$ cat config.mk
export PLATFORM = sky130hd
export DESIGN_NAME = piece_mover_flat
export DESIGN_NICKNAME = d
export VERILOG_FILES = /design/src/rtl/tetris_pkg.sv /design/src/rtl/piece_mover_if.sv /design/src/rtl/piece_mover.sv /design/src/flat_wrapper.sv
export SDC_FILE = /design/constraint.sdc
export NUM_CORES = 1
export LEC_CHECK = 0
export CAP_MARGIN = 10
export CORE_MARGIN = 3
export CORE_UTILIZATION = 50
export CTS_CLUSTER_SIZE = 24
export DETAILED_ROUTE_END_ITERATION = 10
export PLACE_DENSITY = 0.75
export SKIP_CTS_REPAIR_TIMING = 1
export SYNTH_ARGS = -nofsm -noshare
export SYNTH_HDL_FRONTEND = slang
export SYNTH_SLANG_ARGS = --single-unit
$ cat constraint.sdc
create_clock -name clk -period 4.95 [get_ports clk]
set_input_delay 0.7425 -clock clk [delete_from_list [all_inputs] [get_ports clk]]
set_output_delay 0.7425 -clock clk [all_outputs]
set_load 0.01 [all_outputs]
$ cat src/rtl/tetris_pkg.sv
// Shared tetromino definitions: move codes and the per-shape cell offset table.
package tetris_pkg;

  typedef enum logic [2:0] {
    RIGHT = 3'd0,
    LEFT  = 3'd1,
    ROR   = 3'd2,
    ROL   = 3'd3,
    DOWN  = 3'd4
  } move_t;

  // SHAPE_OFFSETS[shape][rot][k] = {dr[1:0], dc[1:0]} inside the 4x4 bounding box.
  // Shapes 0..6 = I,O,T,S,Z,J,L; shape 7 is an invalid code and is never committed.
  localparam logic [3:0] SHAPE_OFFSETS [8][4][4] = '{
    '{'{4'd4, 4'd5, 4'd6, 4'd7}, '{4'd2, 4'd6, 4'd10, 4'd14},
      '{4'd8, 4'd9, 4'd10, 4'd11}, '{4'd1, 4'd5, 4'd9, 4'd13}},
    '{'{4'd1, 4'd2, 4'd5, 4'd6}, '{4'd1, 4'd2, 4'd5, 4'd6},
      '{4'd1, 4'd2, 4'd5, 4'd6}, '{4'd1, 4'd2, 4'd5, 4'd6}},
    '{'{4'd1, 4'd4, 4'd5, 4'd6}, '{4'd1, 4'd5, 4'd6, 4'd9},
      '{4'd4, 4'd5, 4'd6, 4'd9}, '{4'd1, 4'd4, 4'd5, 4'd9}},
    '{'{4'd1, 4'd2, 4'd4, 4'd5}, '{4'd1, 4'd5, 4'd6, 4'd10},
      '{4'd5, 4'd6, 4'd8, 4'd9}, '{4'd0, 4'd4, 4'd5, 4'd9}},
    '{'{4'd0, 4'd1, 4'd5, 4'd6}, '{4'd2, 4'd5, 4'd6, 4'd9},
      '{4'd4, 4'd5, 4'd9, 4'd10}, '{4'd1, 4'd4, 4'd5, 4'd8}},
    '{'{4'd0, 4'd4, 4'd5, 4'd6}, '{4'd1, 4'd2, 4'd5, 4'd9},
      '{4'd4, 4'd5, 4'd6, 4'd10}, '{4'd1, 4'd5, 4'd8, 4'd9}},
    '{'{4'd2, 4'd4, 4'd5, 4'd6}, '{4'd1, 4'd5, 4'd9, 4'd10},
      '{4'd4, 4'd5, 4'd6, 4'd8}, '{4'd0, 4'd1, 4'd5, 4'd9}},
    '{'{4'd0, 4'd0, 4'd0, 4'd0}, '{4'd0, 4'd0, 4'd0, 4'd0},
      '{4'd0, 4'd0, 4'd0, 4'd0}, '{4'd0, 4'd0, 4'd0, 4'd0}}
  };

endpackage

$ cat src/rtl/piece_mover_if.sv
// Request/response and occupancy-read bundle between the game FSM side and piece_mover.
interface piece_mover_if #(
  parameter int unsigned GRID_W  = 10,
  parameter int unsigned GRID_H  = 20,
  parameter int unsigned COLOR_W = 3
);
  localparam int unsigned RowW = $clog2(GRID_H);
  localparam int unsigned ColW = $clog2(GRID_W);

  logic                     spawn_valid;
  logic [2:0]               spawn_shape;
  logic [COLOR_W-1:0]       spawn_color;
  logic                     move_valid;
  tetris_pkg::move_t        move;
  logic                     req_ready;
  logic                     occ_rd_en;
  logic [RowW-1:0]          occ_rd_row;
  logic [ColW-1:0]          occ_rd_col;
  logic                     occ_rd_data;
  logic                     done;
  logic                     ok;
  logic                     landed;
  logic                     top_out;
  logic                     piece_valid;
  logic [COLOR_W-1:0]       piece_color;
  logic [3:0][RowW-1:0]     cell_row;
  logic [3:0][ColW-1:0]     cell_col;

  modport master (
    output spawn_valid, spawn_shape, spawn_color, move_valid, move, occ_rd_data,
    input  req_ready, occ_rd_en, occ_rd_row, occ_rd_col, done, ok, landed, top_out,
    input  piece_valid, piece_color, cell_row, cell_col
  );

  modport slave (
    input  spawn_valid, spawn_shape, spawn_color, move_valid, move, occ_rd_data,
    output req_ready, occ_rd_en, occ_rd_row, occ_rd_col, done, ok, landed, top_out,
    output piece_valid, piece_color, cell_row, cell_col
  );
endinterface

$ cat src/rtl/piece_mover.sv
// Active-tetromino owner: validates spawn/move requests against bounds and occupancy.
module piece_mover
  import tetris_pkg::*;
#(
  parameter int unsigned GRID_W  = 10,
  parameter int unsigned GRID_H  = 20,
  parameter int unsigned COLOR_W = 3
) (
  input logic         clk,
  input logic         n_rst,
  piece_mover_if.slave bus
);
  localparam int unsigned RowW   = $clog2(GRID_H);
  localparam int unsigned ColW   = $clog2(GRID_W);
  localparam int unsigned MaxDim = (GRID_W > GRID_H) ? GRID_W : GRID_H;
  localparam int unsigned SW     = $clog2(MaxDim) + 2;

  localparam logic signed [SW-1:0] One      = SW'(1);
  localparam logic signed [SW-1:0] RowLim   = SW'(GRID_H);
  localparam logic signed [SW-1:0] ColLim   = SW'(GRID_W);
  localparam logic signed [SW-1:0] SpawnCol = SW'((GRID_W - 4) / 2);

  typedef enum logic [1:0] {StIdle, StBound, StRead, StResult} state_e;

  state_e               state_q, state_d;
  logic [2:0]           shape_q, shape_d;
  logic [1:0]           rot_q, rot_d;
  logic [RowW-1:0]      orow_q, orow_d;
  logic [ColW-1:0]      ocol_q, ocol_d;
  logic [COLOR_W-1:0]   color_q, color_d;
  logic                 piece_valid_q, piece_valid_d;
  logic                 top_out_q, top_out_d;
  logic [3:0][RowW-1:0] cell_row_q, cell_row_d;
  logic [3:0][ColW-1:0] cell_col_q, cell_col_d;
  logic                 req_spawn_q, req_spawn_d;
  move_t                req_move_q, req_move_d;
  logic [2:0]           req_shape_q, req_shape_d;
  logic [COLOR_W-1:0]   req_color_q, req_color_d;
  logic [1:0]           cand_rot_q, cand_rot_d;
  logic [RowW-1:0]      cand_orow_q, cand_orow_d;
  logic [ColW-1:0]      cand_ocol_q, cand_ocol_d;
  logic [3:0][RowW-1:0] cand_row_q, cand_row_d;
  logic [3:0][ColW-1:0] cand_col_q, cand_col_d;
  logic                 fail_q, fail_d;
  logic [2:0]           rd_cnt_q, rd_cnt_d;

  logic signed [SW-1:0] base_row, base_col, cell_r, cell_c;
  logic [1:0]           new_rot;
  logic [2:0]           cand_shape;
  logic [3:0]           off;
  logic                 cand_bad;
  logic [3:0][RowW-1:0] cand_row_c;
  logic [3:0][ColW-1:0] cand_col_c;

  logic                 occ_rd_en, done, ok, landed;
  logic [RowW-1:0]      occ_rd_row;
  logic [ColW-1:0]      occ_rd_col;

  // Candidate origin/rotation and cells for the latched request, with bounds verdict.
  always_comb begin
    base_row   = signed'(SW'(orow_q));
    base_col   = signed'(SW'(ocol_q));
    new_rot    = rot_q;
    cand_shape = shape_q;
    cand_bad   = ~piece_valid_q;
    cell_r     = '0;
    cell_c     = '0;
    off        = '0;
    cand_row_c = '0;
    cand_col_c = '0;
    if (req_spawn_q) begin
      base_row   = '0;
      base_col   = SpawnCol;
      new_rot    = 2'd0;
      cand_shape = req_shape_q;
      cand_bad   = (req_shape_q == 3'd7);
    end else begin
      case (req_move_q)
        RIGHT:   base_col = base_col + One;
        LEFT:    base_col = base_col - One;
        ROR:     new_rot  = rot_q + 2'd1;
        ROL:     new_rot  = rot_q - 2'd1;
        DOWN:    base_row = base_row + One;
        default: cand_bad = 1'b1;
      endcase
    end
    // A negative origin cannot be stored, so it is rejected even if the cells fit.
    if (base_row < 0 || base_col < 0) cand_bad = 1'b1;
    for (int unsigned k = 0; k < 4; k++) begin
      off    = SHAPE_OFFSETS[cand_shape][new_rot][k[1:0]];
      cell_r = base_row + signed'(SW'(off[3:2]));
      cell_c = base_col + signed'(SW'(off[1:0]));
      if (cell_r < 0 || cell_r >= RowLim || cell_c < 0 || cell_c >= ColLim) cand_bad = 1'b1;
      cand_row_c[k[1:0]] = cell_r[RowW-1:0];
      cand_col_c[k[1:0]] = cell_c[ColW-1:0];
    end
  end

  // Request FSM: next state, piece commit and occupancy read sequencing.
  always_comb begin
    state_d       = state_q;
    shape_d       = shape_q;
    rot_d         = rot_q;
    orow_d        = orow_q;
    ocol_d        = ocol_q;
    color_d       = color_q;
    piece_valid_d = piece_valid_q;
    top_out_d     = top_out_q;
    cell_row_d    = cell_row_q;
    cell_col_d    = cell_col_q;
    req_spawn_d   = req_spawn_q;
    req_move_d    = req_move_q;
    req_shape_d   = req_shape_q;
    req_color_d   = req_color_q;
    cand_rot_d    = cand_rot_q;
    cand_orow_d   = cand_orow_q;
    cand_ocol_d   = cand_ocol_q;
    cand_row_d    = cand_row_q;
    cand_col_d    = cand_col_q;
    fail_d        = fail_q;
    rd_cnt_d      = rd_cnt_q;
    occ_rd_en     = 1'b0;
    occ_rd_row    = '0;
    occ_rd_col    = '0;
    done          = 1'b0;
    ok            = 1'b0;
    landed        = 1'b0;
    unique case (state_q)
      StIdle: begin
        // Spawn has priority; a simultaneous move is simply not accepted.
        if (bus.spawn_valid) begin
          req_spawn_d = 1'b1;
          req_shape_d = bus.spawn_shape;
          req_color_d = bus.spawn_color;
          state_d     = StBound;
        end else if (bus.move_valid) begin
          req_spawn_d = 1'b0;
          req_move_d  = bus.move;
          state_d     = StBound;
        end
      end
      StBound: begin
        cand_rot_d  = new_rot;
        cand_orow_d = base_row[RowW-1:0];
        cand_ocol_d = base_col[ColW-1:0];
        cand_row_d  = cand_row_c;
        cand_col_d  = cand_col_c;
        fail_d      = cand_bad;
        rd_cnt_d    = 3'd0;
        state_d     = cand_bad ? StResult : StRead;
      end
      StRead: begin
        // Read cell k in slot k, sample its datum in slot k+1.
        if (rd_cnt_q != 3'd4) begin
          occ_rd_en  = 1'b1;
          occ_rd_row = cand_row_q[rd_cnt_q[1:0]];
          occ_rd_col = cand_col_q[rd_cnt_q[1:0]];
        end
        if (rd_cnt_q != 3'd0) fail_d = fail_q | bus.occ_rd_data;
        rd_cnt_d = rd_cnt_q + 3'd1;
        if (rd_cnt_q == 3'd4) state_d = StResult;
      end
      StResult: begin
        done    = 1'b1;
        ok      = ~fail_q;
        landed  = fail_q & ~req_spawn_q & (req_move_q == DOWN) & piece_valid_q;
        state_d = StIdle;
        if (!fail_q) begin
          orow_d        = cand_orow_q;
          ocol_d        = cand_ocol_q;
          rot_d         = cand_rot_q;
          cell_row_d    = cand_row_q;
          cell_col_d    = cand_col_q;
          piece_valid_d = 1'b1;
          if (req_spawn_q) begin
            shape_d   = req_shape_q;
            color_d   = req_color_q;
            top_out_d = 1'b0;
          end
        end else if (req_spawn_q) begin
          top_out_d     = 1'b1;
          piece_valid_d = 1'b0;
        end else if (landed) begin
          piece_valid_d = 1'b0;
        end
      end
      default: state_d = StIdle;
    endcase
  end

  // State registers with asynchronous active-low reset.
  always_ff @(posedge clk or negedge n_rst) begin
    if (!n_rst) begin
      state_q       <= StIdle;
      shape_q       <= '0;
      rot_q         <= '0;
      orow_q        <= '0;
      ocol_q        <= '0;
      color_q       <= '0;
      piece_valid_q <= 1'b0;
      top_out_q     <= 1'b0;
      cell_row_q    <= '0;
      cell_col_q    <= '0;
      req_spawn_q   <= 1'b0;
      req_move_q    <= RIGHT;
      req_shape_q   <= '0;
      req_color_q   <= '0;
      cand_rot_q    <= '0;
      cand_orow_q   <= '0;
      cand_ocol_q   <= '0;
      cand_row_q    <= '0;
      cand_col_q    <= '0;
      fail_q        <= 1'b0;
      rd_cnt_q      <= '0;
    end else begin
      state_q       <= state_d;
      shape_q       <= shape_d;
      rot_q         <= rot_d;
      orow_q        <= orow_d;
      ocol_q        <= ocol_d;
      color_q       <= color_d;
      piece_valid_q <= piece_valid_d;
      top_out_q     <= top_out_d;
      cell_row_q    <= cell_row_d;
      cell_col_q    <= cell_col_d;
      req_spawn_q   <= req_spawn_d;
      req_move_q    <= req_move_d;
      req_shape_q   <= req_shape_d;
      req_color_q   <= req_color_d;
      cand_rot_q    <= cand_rot_d;
      cand_orow_q   <= cand_orow_d;
      cand_ocol_q   <= cand_ocol_d;
      cand_row_q    <= cand_row_d;
      cand_col_q    <= cand_col_d;
      fail_q        <= fail_d;
      rd_cnt_q      <= rd_cnt_d;
    end
  end

  assign bus.req_ready   = (state_q == StIdle);
  assign bus.occ_rd_en   = occ_rd_en;
  assign bus.occ_rd_row  = occ_rd_row;
  assign bus.occ_rd_col  = occ_rd_col;
  assign bus.done        = done;
  assign bus.ok          = ok;
  assign bus.landed      = landed;
  assign bus.top_out     = top_out_q;
  assign bus.piece_valid = piece_valid_q;
  assign bus.piece_color = color_q;
  assign bus.cell_row    = cell_row_q;
  assign bus.cell_col    = cell_col_q;

endmodule

$ cat src/flat_wrapper.sv
// flat-port wrapper written by rule: the top's interface ports become plain ports
module piece_mover_flat import tetris_pkg::*;
#(
  parameter int unsigned GRID_W  = 10,
  parameter int unsigned GRID_H  = 20,
  parameter int unsigned COLOR_W = 3
)
  (clk, n_rst, bus_spawn_valid, bus_spawn_shape, bus_spawn_color, bus_move_valid, bus_move, bus_occ_rd_data, bus_req_ready, bus_occ_rd_en, bus_occ_rd_row, bus_occ_rd_col, bus_done, bus_ok, bus_landed, bus_top_out, bus_piece_valid, bus_piece_color, bus_cell_row, bus_cell_col);
  piece_mover_if #(.GRID_W(GRID_W), .GRID_H(GRID_H), .COLOR_W(COLOR_W)) bus_i ();
  input logic clk;
  input logic n_rst;
  input wire logic [$bits(bus_i.spawn_valid)-1:0] bus_spawn_valid;
  input wire logic [$bits(bus_i.spawn_shape)-1:0] bus_spawn_shape;
  input wire logic [$bits(bus_i.spawn_color)-1:0] bus_spawn_color;
  input wire logic [$bits(bus_i.move_valid)-1:0] bus_move_valid;
  input wire logic [$bits(bus_i.move)-1:0] bus_move;
  input wire logic [$bits(bus_i.occ_rd_data)-1:0] bus_occ_rd_data;
  output wire logic [$bits(bus_i.req_ready)-1:0] bus_req_ready;
  output wire logic [$bits(bus_i.occ_rd_en)-1:0] bus_occ_rd_en;
  output wire logic [$bits(bus_i.occ_rd_row)-1:0] bus_occ_rd_row;
  output wire logic [$bits(bus_i.occ_rd_col)-1:0] bus_occ_rd_col;
  output wire logic [$bits(bus_i.done)-1:0] bus_done;
  output wire logic [$bits(bus_i.ok)-1:0] bus_ok;
  output wire logic [$bits(bus_i.landed)-1:0] bus_landed;
  output wire logic [$bits(bus_i.top_out)-1:0] bus_top_out;
  output wire logic [$bits(bus_i.piece_valid)-1:0] bus_piece_valid;
  output wire logic [$bits(bus_i.piece_color)-1:0] bus_piece_color;
  output wire logic [$bits(bus_i.cell_row)-1:0] bus_cell_row;
  output wire logic [$bits(bus_i.cell_col)-1:0] bus_cell_col;
  assign bus_i.spawn_valid = bus_spawn_valid;
  assign bus_i.spawn_shape = bus_spawn_shape;
  assign bus_i.spawn_color = bus_spawn_color;
  assign bus_i.move_valid = bus_move_valid;
  assign bus_i.move = bus_move;
  assign bus_i.occ_rd_data = bus_occ_rd_data;
  assign bus_req_ready = bus_i.req_ready;
  assign bus_occ_rd_en = bus_i.occ_rd_en;
  assign bus_occ_rd_row = bus_i.occ_rd_row;
  assign bus_occ_rd_col = bus_i.occ_rd_col;
  assign bus_done = bus_i.done;
  assign bus_ok = bus_i.ok;
  assign bus_landed = bus_i.landed;
  assign bus_top_out = bus_i.top_out;
  assign bus_piece_valid = bus_i.piece_valid;
  assign bus_piece_color = bus_i.piece_color;
  assign bus_cell_row = bus_i.cell_row;
  assign bus_cell_col = bus_i.cell_col;
  piece_mover #(.GRID_W(GRID_W), .GRID_H(GRID_H), .COLOR_W(COLOR_W)) u_core (.clk(clk), .n_rst(n_rst), .bus(bus_i));
endmodule
==> flow_metrics.env, run 1 <==
export IMPL_slew_violations=0
export IMPL_p_int_w=0.00385
export IMPL_cts_tree="built"
export IMPL_rr_worst_depth=13
export IMPL_dieHeight_um=124
export IMPL_crit_top_cell="o21ai_0"
export IMPL_dp_cells=944
export IMPL_io_buffer_count=68
export IMPL_power_leakage_nw=3.72
export IMPL_synth_warnings=0
export IMPL_yosysMostFrequentCell="nand2_1"
export IMPL_viasPerCell=5.71
export IMPL_seq_power_share_pct=25.6
export IMPL_ys_seq_area_share_pct=42.5
export IMPL_synth_cells=727
export IMPL_avgSynthCellArea_sq_um=9.55
export IMPL_grt_antenna_before_repair=0
export IMPL_instances_no_fill=975
export IMPL_yosys_register_bits=118
export IMPL_crit_arrival_ns=4.52
export IMPL_max_slew_margin_pct=37.5
export IMPL_routabilityCongestion=0.866
export IMPL_io_pins=69
export IMPL_timing_hold_ws_ns=0.470
export IMPL_vdd_ir_drop_max_uv=462
export IMPL_worstSetupStartpointType="flop"
export IMPL_endpoint_kind="flop"
export IMPL_drive_gt1_share_pct=14.6
export IMPL_hpwlAfterDp_um=11900
export IMPL_power_frac_comb_pct=55.3
export IMPL_pwr_share_clk_pct=19.1
export IMPL_setup_violations=0
export IMPL_rows=42
export IMPL_min_period_over_period_pct=85.7
export IMPL_synth_top_area_cell="dfrtp_1"
export IMPL_synth_commonest_cells="nand2_1, dfrtp_1, a21oi_1"
export IMPL_rr_startpoint="u_core.req_move_q[2]$_DFFE_PN0P_"
export IMPL_critical_path_class="reg2reg"
export IMPL_slowest_delay_ns=0.69
export IMPL_fin_total_pwr_w=0.00664
export IMPL_first_iter_violations=324
export IMPL_nNetsFinal=840
export IMPL_final_fill_count=1092
export IMPL_path_clk_slew_ns=0.06
export IMPL_powerDensity_nw_per_um2=792
export IMPL_worstPathMaxFanout=14
export IMPL_ant_nets=0
export IMPL_antenna_cells=0
export IMPL_worst_slew_pin_slew_ns=0.937
export IMPL_core_sq_um=13400
export IMPL_wire_per_inst_um=17.0
export IMPL_yosysUniqueCellTypes=62
export IMPL_design_die_area_sq_um=15300
export IMPL_cts_root_buf="clkbuf_16"
export IMPL_setup_tns_ns=0
export IMPL_grt_max_degree=77
export IMPL_final_setup_skew_ns=0.00453
export IMPL_hold_viol=0
export IMPL_fin_crit_ns=4.24
export IMPL_yosysTopAreaCellShare_pct=42.5
export IMPL_cp_slowest_cell="nor2_1"
export IMPL_grt_pass1_vias=5386
export IMPL_status="finished, final reports clean"
export IMPL_clockBufferDepth=2
export IMPL_power_switching_w=0.00279
export IMPL_drc_errors=0
export IMPL_path_cells="nand2b_1 > xor2_1 > nor2_1 > o21ai_0 > o21ai_0 > ha_1 > inv_1 > fa_1 > or3_1 > o311ai_2 > o2111ai_1 > nor4_2 > a21oi_1"
export IMPL_synth_top_flop_cell="dfrtp_1"
export IMPL_hold_path_class="in2async"
export IMPL_num_vias=5563
export IMPL_register_area_sq_um=2950
export IMPL_ys_top_cells_by_area="dfrtp_1, nand2_1, mux2_2"
export IMPL_initial_core_util_pct=51.8
export IMPL_drv_cap=0
export IMPL_cp_required_ns=5.23
export IMPL_grt_use_total_pct=22.8
export IMPL_first_pass_iters=5
export IMPL_netlist_area_sq_um=6950
export IMPL_drt_wl_total_um=16600
export IMPL_syn2layout_area_growth_pct=20.8
export IMPL_r2r_end="u_core.fail_q$_DFFE_PN0P_"
export IMPL_placed_area_sq_um=7770
export IMPL_multiInputGateArea_sq_um=3740
export IMPL_synth_edf_count=0
export IMPL_postLayoutCellArea_sq_um=8390
export IMPL_async_flop_share_pct=100
export IMPL_r2r_slack_ns=0.71
export IMPL_die_width_um=124
export IMPL_htreeDepth=4
export IMPL_clock_sinks=118
export IMPL_switching_share_pct=42.0
export IMPL_rsz0062_at_grt="no"
export IMPL_syn_nets=780
export IMPL_clock_latency_ns=0.41
export IMPL_grt_pass1_wl_um=27100
export IMPL_grt_overflow_total=0
export IMPL_cts_buffers=17
export IMPL_fmax_ghz=0.236
==> cells by family after synthesis <==
logic type               after synthesis  share of synthesized area, %
AND/OR/NAND/NOR                      286                          18.7
multiplexers                          67                          12.2
flip-flops                           118                          42.5
AO/OA/AOI/OAI                        123                          11.2
adder cells (fa/ha/maj)               39                          7.89
buffers and inverters                 64                          3.71
XOR/XNOR                              30                          3.78
==> worst max-delay path, delay by kind of cell, from the launching register on <==
kind            cells  cell delay (ns)
flops               1             0.44
fa+ha+maj           2             0.74
simple gates        4             1.60
compound gates      5             1.08
xor+xnor            1             0.18
buf+inv             1             0.08
==> sequential cells by signal (all words and copies together), names as in the netlist, 4 cells and up <==
name,flops
u_core.bus.cell_row,20
u_core.cand_row_q,20
u_core.bus.cell_col,16
u_core.cand_col_q,16
u_core.cand_orow_q,5
u_core.orow_q,5
u_core.cand_ocol_q,4
u_core.ocol_q,4
==> layout by cell type (no fill, tap or decap), types with 4 or more instances in the layout <==
cell type and instances:
nor3_1 8, dfrtp_1 118, nor2_1 45, a22oi_1 6
nand2_1 164, ha_1 30, inv_1 24, nand3_1 13
o211ai_1 6, a21oi_1 47, mux2i_1 14, o22ai_1 5
clkdlybuf4s50_1 67, buf_4 13, xor2_1 7, mux2_2 43
clkbuf_16 17, and2_1 11, fa_1 8, or2_2 8
nor4b_1 4, o21ai_0 27, a211oi_1 5, xnor2_1 23
nand2b_1 7, mux4_2 10, or3_1 4
==> through the flow <==
stage	util [%]	setup WS, ns
3_3_place_gp	58.0	0.905
6_report	62.6	0.709
2_1_floorplan	-	0.626
3_5_place_dp	58.0	0.777
4_1_cts	62.6	0.763
5_1_grt	62.6	0.462
==> per-layer routing <==
metal  global-route usage [%]  wire, um  share of wire (%)  up-vias
li1                         -         -                  -     2635
met1                     30.5      7430                 45     2708
met2                     37.1      7870                 48      193
met3                     4.41       925                5.6       27
met4                     8.10       322                1.9        0
met5                        0         0                  0        -
==> final cells by class <==
| type | count | area share [%] |
|---|---|---|
| inverter | 25 | 1.12 |
| timing repair buffer | 80 | 9.16 |
| clock buffer | 21 | 5.61 |
| tap | 176 | 2.63 |
| sequential | 118 | 35.2 |
| multi-input combinational | 545 | 44.6 |
| clock inverter | 10 | 1.73 |
==> how the worst max path moves through the flow <==
| stage | from | end | slack [ns] |
|---|---|---|---|
| after floorplan | u_core.req_spawn_q$_DFFE_PN0P_ | u_core.fail_q$_DFFE_PN0P_ | 0.63 |
| after global placement | u_core.req_move_q[0]$_DFFE_PN0P_ | u_core.state_q[0]$_DFFE_PN0P_ | 0.90 |
| after detailed placement | u_core.req_move_q[0]$_DFFE_PN0P_ | u_core.fail_q$_DFFE_PN0P_ | 0.78 |
| after CTS | u_core.req_move_q[0]$_DFFE_PN0P_ | u_core.fail_q$_DFFE_PN0P_ | 0.76 |
| after global routing | u_core.req_move_q[0]$_DFFE_PN0P_ | u_core.fail_q$_DFFE_PN0P_ | 0.46 |
| final | u_core.req_move_q[2]$_DFFE_PN0P_ | u_core.fail_q$_DFFE_PN0P_ | 0.71 |
==> power groups by stage <==
stage                     logic (W)  registers (W)  clock network (W)
final                       0.00367        0.00170            0.00127
after global routing        0.00409        0.00175            0.00134
after CTS                   0.00367        0.00170            0.00129
after detailed placement    0.00363        0.00171                  0
after global placement      0.00359        0.00167                  0
after floorplan             0.00245        0.00166                  0
No activity file was read; power rests on OpenSTA's default activity.
==> run 2: changes to the inputs <==
--- a/config.mk
+++ b/config.mk
@@ -6,11 +6,12 @@
 export NUM_CORES = 1
 export LEC_CHECK = 0
 export CAP_MARGIN = 10
+export CORE_ASPECT_RATIO = 1.25
 export CORE_MARGIN = 3
 export CORE_UTILIZATION = 50
 export CTS_CLUSTER_SIZE = 24
 export DETAILED_ROUTE_END_ITERATION = 10
-export PLACE_DENSITY = 0.75
+export PLACE_DENSITY = 0.73
 export SKIP_CTS_REPAIR_TIMING = 1
 export SYNTH_ARGS = -nofsm -noshare
 export SYNTH_HDL_FRONTEND = slang
==> run 2 against run 1 <==
Net effect: via count down 0.75%; clock skew increased by 0.0047 ns; first-iteration DRC count is 45% higher; core utilization up 0.068 points; setup slack worse by 0.12 ns; cell area increased by 0.16%; cell count is 0.51% lower; register-to-register slack got worse by 0.12 ns; routed wire length rose by 4.5%; critical path depth increased by 1; combinational power about the same; critical endpoint is now u_core.state_q[0]$_DFFE_PN0P_; largest power group unchanged; highest routed layer unchanged.
==> flow_metrics.env, run 2 (synthesis gave the netlist of run 1 again) <==
export IMPL_clock_latency_ns=0.42
export IMPL_fmax_ghz=0.229
export IMPL_first_iter_violations=471
export IMPL_crit_start="u_core.req_spawn_q$_DFFE_PN0P_"
export IMPL_finish_utilization_pct=62.7
export IMPL_hold_path_class="in2async"
export IMPL_layout_common_cells="nand2_1, dfrtp_1, clkdlybuf4s50_1, a21oi_1, nor2_1"
export IMPL_first_pass_iters=7
export IMPL_r2r_end="u_core.state_q[0]$_DFFE_PN0P_"
export IMPL_setup_tns_ns=0
export IMPL_powerDensity_nw_per_um2=797
export IMPL_crit_arrival_ns=4.65
export IMPL_clockBufferDepth=2
export IMPL_drv_cap=0
export IMPL_io_pins=69
export IMPL_routabilityCongestion=0.911
export IMPL_drt_wl_total_um=17300
export IMPL_final_fill_count=1152
export IMPL_cts_root_buf="clkbuf_16"
export IMPL_hpwlAfterDp_um=12600
export IMPL_grt_max_degree=77
export IMPL_grt_use_total_pct=23.5
export IMPL_clock_sinks=118
export IMPL_initial_core_util_pct=51.8
export IMPL_power_leakage_nw=3.72
export IMPL_status="finished, final reports clean"
export IMPL_io_buffer_count=68
export IMPL_rows=47
export IMPL_ant_nets=0
export IMPL_htreeDepth=4
export IMPL_dp_cells=938
export IMPL_viasPerCell=5.69
export IMPL_fin_crit_ns=4.36
export IMPL_num_vias=5521
export IMPL_dieHeight_um=138
export IMPL_endpoint_kind="flop"
export IMPL_max_slew_margin_pct=34.9
export IMPL_cts_buffers=17
export IMPL_grt_overflow_total=0
export IMPL_fin_total_pwr_w=0.00670
export IMPL_die_width_um=111
export IMPL_instances_no_fill=970
export IMPL_rr_startpoint="u_core.req_spawn_q$_DFFE_PN0P_"
export IMPL_worstSetupStartpointType="flop"
export IMPL_syn2layout_area_growth_pct=21.0
export IMPL_vdd_ir_drop_max_uv=414
export IMPL_slew_violations=0
export IMPL_register_area_sq_um=2950
export IMPL_drc_errors=0
export IMPL_worst_slew_pin_slew_ns=0.977
export IMPL_core_sq_um=13400
export IMPL_multiInputGateArea_sq_um=3740
export IMPL_drive_gt1_share_pct=14.6
export IMPL_grt_antenna_before_repair=0
export IMPL_antenna_cells=0
export IMPL_grt_pass1_wl_um=28600
export IMPL_final_common_cell="nand2_1"
export IMPL_min_period_over_period_pct=88.2
export IMPL_setup_violations=0
export IMPL_grt_pass1_vias=5466
export IMPL_endpoint="u_core.state_q[0]$_DFFE_PN0P_"
export IMPL_rsz0062_at_grt="no"
export IMPL_cts_tree="built"
export IMPL_worstPathMaxFanout=39
export IMPL_wire_per_inst_um=17.8
export IMPL_rr_worst_depth=14
export IMPL_hold_viol=0
export IMPL_r2r_slack_ns=0.59
export IMPL_design_die_area_sq_um=15300
export IMPL_path_clk_slew_ns=0.06
export IMPL_nNetsFinal=839
export IMPL_critical_path_class="reg2reg"
export IMPL_final_setup_skew_ns=0.00924
export IMPL_cp_required_ns=5.23
run 2: cell count changes in the layout (fill, tap and decap cells not counted), sizes merged:
cell      previous run  this run
buf                 13        12
bufinv               3         4
clkinvlp             2         4
inv                 26        24
run 2: worst min-delay path by stage:
stage                                           start                                 end  cells after the start
finish                                          n_rst  u_core.bus.cell_col[3]$_DFFE_PN0P_                      1
global placement    u_core.cand_orow_q[3]$_DFFE_PN0P_        u_core.orow_q[3]$_DFFE_PN0P_                      2
detailed placement   u_core.cand_rot_q[0]$_DFFE_PN0P_         u_core.rot_q[0]$_DFFE_PN0P_                      2
floorplan           u_core.cand_ocol_q[2]$_DFFE_PN0P_        u_core.ocol_q[2]$_DFFE_PN0P_                      2
CTS                 u_core.cand_orow_q[0]$_DFFE_PN0P_        u_core.orow_q[0]$_DFFE_PN0P_                      2
global route        u_core.cand_orow_q[2]$_DFFE_PN0P_        u_core.orow_q[2]$_DFFE_PN0P_                      2
run 2: stage by stage:
| stage | hold WS [ns] | setup slack [ns] | area [sq um] |
|---|---|---|---|
| floorplan | 0.435 | 0.626 | 6950 |
| global placement | 0.443 | 0.643 | 7760 |
| detailed placement | 0.454 | 0.569 | 7760 |
| CTS | 0.468 | 0.560 | 8400 |
| global route | 0.494 | 0.295 | 8400 |
| finish | 0.462 | 0.586 | 8400 |
run 2: cell type report:
class                           count  share of cell area (%)
Multi-Input combinational cell    545                    44.5
Sequential cell                   118                    35.1
Timing Repair Buffer               79                    9.05
Clock buffer                       21                    5.60
Tap cell                          171                    2.55
Clock inverter                     11                    2.06
Inverter                           25                    1.12
run 2: power by group:
group	internal (W)	leakage, nW	switching, W
clock	0.000882	0.302	0.000444
sequential	0.00137	1.48	0.000330
combinational	0.00165	1.94	0.00202
run 2: critical path: stages (launching register included):
cell       delay (ns)
dfrtp_1          0.39
buf_4            0.39
mux2i_1          0.70
nand2_1          0.21
nand3_1          0.12
o21ai_0          0.08
o21ai_0          0.21
ha_1             0.30
inv_1            0.09
fa_1             0.47
or3_1            0.41
o311ai_2         0.25
o2111ai_1        0.17
nor4_2           0.29
a21oi_1          0.12
run 2: routing by layer:
metal / global-route usage [%] / part of all wire, % / routed length [um]
met1: 30.4 / 44 / 7580
met2: 39.9 / 50 / 8700
met3: 3.69 / 3.5 / 603
met4: 9.53 / 2.4 / 418
met5: 0 / 0 / 0
